==> config.mk <==
export PLATFORM = sky130hd
export DESIGN_NAME = quad_phase_counter
export DESIGN_NICKNAME = d
export VERILOG_FILES = /design/src/rtl/quad_phase_counter_pkg.sv /design/src/rtl/quad_phase_counter_phase_mod_step.sv /design/src/rtl/quad_phase_counter.sv
export SDC_FILE = /design/constraint.sdc
export NUM_CORES = 1
export LEC_CHECK = 0
export ABC_AREA = 1
export CAP_MARGIN = 10
export CORE_ASPECT_RATIO = 0.8
export CORE_MARGIN = 2
export CORE_UTILIZATION = 40
export CTS_CLUSTER_SIZE = 40
export DETAILED_ROUTE_END_ITERATION = 8
export GPL_TIMING_DRIVEN = 0
export HOLD_SLACK_MARGIN = 0.1
export PLACE_DENSITY = 0.71
export SYNTH_ARGS = -nofsm -noshare
export SYNTH_HDL_FRONTEND = slang
export SYNTH_SLANG_ARGS = --single-unit
export TNS_END_PERCENT = 30
==> constraint.sdc <==
create_clock -name CLK -period 2.3 [get_ports CLK]
set_input_delay 0.575 -clock CLK [delete_from_list [all_inputs] [get_ports CLK]]
set_output_delay 0.575 -clock CLK [all_outputs]
set_load 0.05 [all_outputs]
==> src/rtl/quad_phase_counter_pkg.sv <==
// Shared types and helpers for the quadrature phase-address generator:
// parameter legality check and the modular up/down step.
package quad_phase_counter_pkg;

    // Widest address or step the 33-bit modular arithmetic below can carry safely.
    localparam int CALC_MAX_W = 31;

    typedef struct packed {
        logic        wrap;
        logic [31:0] next;
    } step_res_t;

    // True when the parameter set describes a realisable table.
    function automatic logic params_legal(input int addr_w, input int step_w,
                                          input int depth, input int quad_offset);
        longint table_max;
        table_max = longint'(64'(1) << addr_w);
        return (addr_w >= 1) && (addr_w <= CALC_MAX_W) &&
               (step_w >= 1) && (step_w <= CALC_MAX_W) &&
               (depth >= 2) && (longint'(depth) <= table_max) &&
               (quad_offset >= 0) && (quad_offset < depth);
    endfunction

    // One modular step of cur by step (step < depth, cur < depth).
    // The extra carry/borrow bit keeps the intermediate exact in both directions.
    function automatic step_res_t mod_step(input logic [31:0] cur, input logic [31:0] step,
                                           input logic dir, input logic [31:0] depth);
        logic [32:0] sum;
        step_res_t   r;
        r.wrap = 1'b0;
        if (!dir) begin
            sum = {1'b0, cur} + {1'b0, step};
            if (sum >= {1'b0, depth}) begin
                sum    = sum - {1'b0, depth};
                r.wrap = 1'b1;
            end
        end else begin
            sum = {1'b0, cur} - {1'b0, step};
            if (sum[32]) begin
                sum    = sum + {1'b0, depth};
                r.wrap = 1'b1;
            end
        end
        r.next = sum[31:0];
        return r;
    endfunction

endpackage

==> src/rtl/quad_phase_counter_phase_mod_step.sv <==
// Combinational modular add/subtract of a table address with wrap flag.
// Expects cur < DEPTH and an already saturated step < DEPTH.
module phase_mod_step
    import quad_phase_counter_pkg::*;
#(
    parameter int ADDR_W = 8,
    parameter int DEPTH  = 80
) (
    input  logic [ADDR_W-1:0] cur,
    input  logic [ADDR_W-1:0] step,
    input  logic              dir,
    output logic [ADDR_W-1:0] next,
    output logic              wrap
);

    step_res_t res;
    logic      unused_hi;

    assign res       = mod_step(32'(cur), 32'(step), dir, 32'(DEPTH));
    assign next      = res.next[ADDR_W-1:0];
    assign wrap      = res.wrap;
    // Upper bits are always zero because the result is below DEPTH.
    assign unused_hi = ^res.next[31:ADDR_W];

endmodule

==> src/rtl/quad_phase_counter.sv <==
// Quadrature phase-address generator: sine address plus a cosine address
// leading by QUAD_OFFSET, both modulo DEPTH, with step/direction/enable,
// synchronous phase load, wrap strobe and load-error strobe.
module quad_phase_counter
    import quad_phase_counter_pkg::*;
#(
    parameter int ADDR_W      = 8,
    parameter int STEP_W      = 8,
    parameter int DEPTH       = 80,
    parameter int QUAD_OFFSET = 20
) (
    input  logic              CLK,
    input  logic              RST,
    input  logic              EN,
    input  logic              DIR,
    input  logic [STEP_W-1:0] STEP,
    input  logic              LOAD,
    input  logic [ADDR_W-1:0] LOAD_PHASE,
    output logic [ADDR_W-1:0] SIN_ADDR,
    output logic [ADDR_W-1:0] COS_ADDR,
    output logic              WRAP,
    output logic              LOAD_ERR
);

    if (!params_legal(ADDR_W, STEP_W, DEPTH, QUAD_OFFSET)) begin : g_bad_params
        $error("quad_phase_counter: illegal ADDR_W/STEP_W/DEPTH/QUAD_OFFSET combination");
    end

    localparam logic [ADDR_W-1:0] COS_RESET = ADDR_W'(QUAD_OFFSET);
    localparam logic [ADDR_W-1:0] STEP_MAX  = ADDR_W'(DEPTH - 1);

    logic [ADDR_W-1:0] sin_q, sin_d;
    logic [ADDR_W-1:0] cos_q, cos_d;
    logic              wrap_q, wrap_d;
    logic              load_err_q, load_err_d;

    logic [ADDR_W-1:0] step_sat;
    logic [ADDR_W-1:0] sin_next, cos_next;
    logic              sin_wrap;
    logic              unused_cos_wrap;
    logic              load_ok;
    step_res_t         cos_load_res;
    logic [ADDR_W-1:0] cos_load;
    logic              unused_load_bits;

    // Clamp the step so one update never moves more than a full table less one entry.
    always_comb begin
        step_sat = ADDR_W'(STEP);
        if (32'(STEP) >= 32'(DEPTH)) begin
            step_sat = STEP_MAX;
        end
    end

    phase_mod_step #(.ADDR_W(ADDR_W), .DEPTH(DEPTH)) u_sin_step (
        .cur  (sin_q),
        .step (step_sat),
        .dir  (DIR),
        .next (sin_next),
        .wrap (sin_wrap)
    );

    // The cosine runs its own modular counter; only the sine wrap is reported.
    phase_mod_step #(.ADDR_W(ADDR_W), .DEPTH(DEPTH)) u_cos_step (
        .cur  (cos_q),
        .step (step_sat),
        .dir  (DIR),
        .next (cos_next),
        .wrap (unused_cos_wrap)
    );

    // Cosine address for a load: offset added modulo the table depth.
    assign load_ok          = (32'(LOAD_PHASE) < 32'(DEPTH));
    assign cos_load_res     = mod_step(32'(LOAD_PHASE), 32'(QUAD_OFFSET), 1'b0, 32'(DEPTH));
    assign cos_load         = cos_load_res.next[ADDR_W-1:0];
    assign unused_load_bits = ^{cos_load_res.wrap, cos_load_res.next[31:ADDR_W]};

    // Next-state selection with priority LOAD > EN > hold; strobes default low.
    always_comb begin
        sin_d      = sin_q;
        cos_d      = cos_q;
        wrap_d     = 1'b0;
        load_err_d = 1'b0;
        if (LOAD) begin
            if (load_ok) begin
                sin_d = LOAD_PHASE;
                cos_d = cos_load;
            end else begin
                load_err_d = 1'b1;
            end
        end else if (EN) begin
            sin_d  = sin_next;
            cos_d  = cos_next;
            wrap_d = sin_wrap;
        end
    end

    // Output registers; asynchronous active-low reset abandons the current phase.
    always_ff @(posedge CLK or negedge RST) begin
        if (!RST) begin
            sin_q      <= '0;
            cos_q      <= COS_RESET;
            wrap_q     <= 1'b0;
            load_err_q <= 1'b0;
        end else begin
            sin_q      <= sin_d;
            cos_q      <= cos_d;
            wrap_q     <= wrap_d;
            load_err_q <= load_err_d;
        end
    end

    assign SIN_ADDR = sin_q;
    assign COS_ADDR = cos_q;
    assign WRAP     = wrap_q;
    assign LOAD_ERR = load_err_q;

endmodule
==> qor.yml <==
worst_setup_path:
  crit_required_ns: 2.46
  r2r_end: "WRAP"
  cp-start-kind: "input port"
  reg2reg_from: "SIN_ADDR[4]"
  cp_top_family: "simple AND/OR/NAND/NOR gates"
  cp_max_fo: 4
  cpPeakStageDelay_ns: 0.35
  crit_slowest_cell: "fa_2"
  arrival_ns: 3.50
  ff2ff_setup_slack_ns: -0.49
  path_buf_inv: 5
  worst_path_most_repeated_cell: "nand2_2"
  endpoint_kind: "flop"
  worst_r2r_path_depth: 19
  critPathKind: "in -> reg"
die:
  die_area_um2: 8520
  row_count: 28
  coreArea_um2: 7460
  initial_core_util: 0.418
  dieWidth_um: 103
  ioPinCount: 39
  die_height_um: 83.0
timing:
  worst_hold_slack_ns: 0.547
  fmax_ghz: 0.300
  setup_viol: 15
  finalCritPeriodShare: 1.45
  min_period_ns: 3.34
  tightest_slew_ns: 0.908
  relSlewSlack: 0.393
  rsz0062_at_grt: "true"
  fin_ws_ns: -1.04
  hold_violations: 0
  fin_tns_setup_ns: -9.69
  skew_ns: 0.00415
  drv_slew: 0
placement:
  gp_congestion: 0.993
  pre_cts_ws_ns: -2.05
  dpl.hpwl_um: 7400
  numPortBuffers: 37
  dpl_cell_area_um2: 3660
  dp_cells: 632
clock_tree:
  numCtsBuffers: 3
  clk_latency_ns: 0.27
  clk_path_buf_depth: 2
  cts_root_buf: "clkbuf_8"
  cts.sink_count: 18
  cts.clk_slew.worst_paths_ns: 0.08
  cts_hold_buf: 0
  tritoncts: "done"
  cts.htree.levels: 1
min_path:
  worstHoldEndpoint: "COS_ADDR[2]"
  hold_start: "COS_ADDR[2]"
  min_path_cells: 2
  hold_path_class: "reg -> reg"
route:
  drtIter0Drc: 280
  post_drt_wl_per_cell_um: 14.8
  viasPerCell: 5.23
  vias: 3454
  drcViolationCount: 0
  postRouteAntennaNets: 0
  drt-pass1-iter-count: 5
  postRouteWirelength_um: 9740
finish:
  final_nets: 622
  seq_area_um2: 453
  fin_cells: 660
  fillers: 705
  most-common-layout-cells: "nand2_1 (111), inv_1 (54), nand3_1 (35), ha_1 (35)"
  layout-drive-gt1-share: 0.256
  stdcell_area_um2: 4160
  multi_input_area_um2: 2590
  final_common_cell: "nand2_1"
  insertedDiodeCount: 0
  area_growth_pct: 33.4
outcome:
  violations: "negative setup slack"
  status: "finished with violations"
grt:
  grt_pass1_wl_um: 15700
  antenna_found_initial: 0
  grt_pass1_vias: 3251
  overflow: 0
  grt_usage: 0.229
  grt_max_degree: 19
pwr:
  irDropWorstVdd_v: 0.000467
  powerDensity_nw_per_um2: 1080
  p_leak_nw: 2.10
logic_synthesis:
  avgSynthCellArea_um2: 6.39
  yosysUniqueCellTypes: 43
  synth_simple_gate_area_share: 0.358
  synthXorXnorAreaFrac: 0.0470
  synth.area.mux_share: 0
  synth-compound-area-share: 0.146
  synth-seq-cells: 18
  synth_top_family_by_area: "simple AND/OR/NAND/NOR gates"
  synth_seq_area_share: 0.145
  netlist_instances: 488
  yosys.area_share.adder: 0.190
  synth_area_um2: 3120
  yosysWarnings: 0
job:
  cap_violations: 0
## final cells by class
| cell class | count | share of cell area |
|---|---|---|
| well taps | 105 | 0.0316 |
| plain buffers | 11 | 0.0186 |
| inverters | 73 | 0.0674 |
| flip-flops and latches | 18 | 0.109 |
| multi-input cells | 388 | 0.624 |
| clock buffers | 4 | 0.0132 |
| repair buffers | 61 | 0.137 |
## timing repair
| item | in CTS | in global routing |
|---|---|---|
| setup endpoints to repair | 17 | 16 |
| setup buffers | 14 | 10 |
| gates resized for setup | 62 | 29 |
| pin swaps | 28 | 23 |
| hold endpoints to repair | 0 | 0 |
## registers in the layout, indices dropped and copies added (netlist names)
register and count:
COS_ADDR 8, LOAD_ERR 1, WRAP 1, SIN_ADDR 8
## tightest hold or removal path, delay by kind of cell (launching register included)
kind             cells  cell delay [ns]
flip-flops           1             0.40
AND/OR/NAND/NOR      1             0.10
AO/OA/AOI/OAI        1             0.05
## report_power, final
| part | leakage, nW | switching (mW) | internal [mW] |
|---|---|---|---|
| combinational | 1.86 | 2.23 | 1.43 |
| sequential | 0.215 | 0.139 | 0.410 |
| clock | 0.0288 | 0.134 | 0.153 |
## cell usage after synthesis
cell type	n	area (µm²)
nand2_1	128	480
inv_1	65	244
ha_1	41	513
nand3_1	41	205
nor2_1	37	139
a21oi_1	29	145
o21ai_0	27	135
dfrtp_1	16	400
nand2_2	12	75.1
xor2_1	10	87.6
nand4_1	7	43.8
buf_4	6	45.0
inv_2	6	22.5
o211ai_1	6	45.0
a21oi_2	5	43.8
fa_1	4	80.1
nand3_2	4	40.0
nand3b_1	3	22.5
nor2_2	3	18.8
o21ai_2	3	26.3
xnor2_1	3	26.3
a211oi_1	2	15.0
a31oi_1	2	12.5
buf_2	2	10.0
clkbuf_1	2	7.51
conb_1	2	7.51
dfstp_2	2	52.6
o21bai_1	2	15.0
or2_1	2	12.5
or2_2	2	12.5
xor2_2	2	32.5
a221oi_1	1	8.76
and2_1	1	6.26
and3_1	1	6.26
buf_6	1	11.3
clkinv_1	1	3.75
clkinv_2	1	5.00
nand2_4	1	11.3
nor2_8	1	20.0
nor3_1	1	5.00
nor3b_1	1	7.51
o31ai_1	1	7.51
or2_4	1	8.76
## cell families after synthesis
| family | after synthesis |
|---|---|
| XOR/XNOR | 15 |
| AO/OA/AOI/OAI | 78 |
| AND/OR/NAND/NOR | 246 |
| buffers and inverters | 84 |
| other | 2 |
| adder cells (fa/ha/maj) | 45 |
| flip-flops | 18 |
## layer usage
metal  share of wire  global-route usage
met5               0                   0
met4           0.011              0.0339
met3           0.086              0.0311
met2            0.45               0.360
met1            0.45               0.336
## worst max-delay path by stage
stage / start / slack (ns) / end / cells past startpoint
after global placement: STEP[6] / -2.01 / COS_ADDR[5] / 28
after floorplan: STEP[6] / -0.92 / SIN_ADDR[6] / 25
after detailed placement: STEP[7] / -2.05 / COS_ADDR[7] / 28
after CTS: STEP[7] / -0.93 / SIN_ADDR[5] / 24
after global routing: STEP[7] / -1.17 / COS_ADDR[7] / 25
final: STEP[7] / -1.04 / COS_ADDR[5] / 26
## per-stage QoR
stage / power (mW) / utilization
2_1_floorplan: 2.84 / -
3_3_place_gp: 3.48 / 0.490
3_5_place_dp: 3.56 / 0.490
4_1_cts: 4.12 / 0.532
5_1_grt: 4.89 / 0.558
6_report: 4.49 / 0.558
No activity file was read; power rests on OpenSTA's default activity.
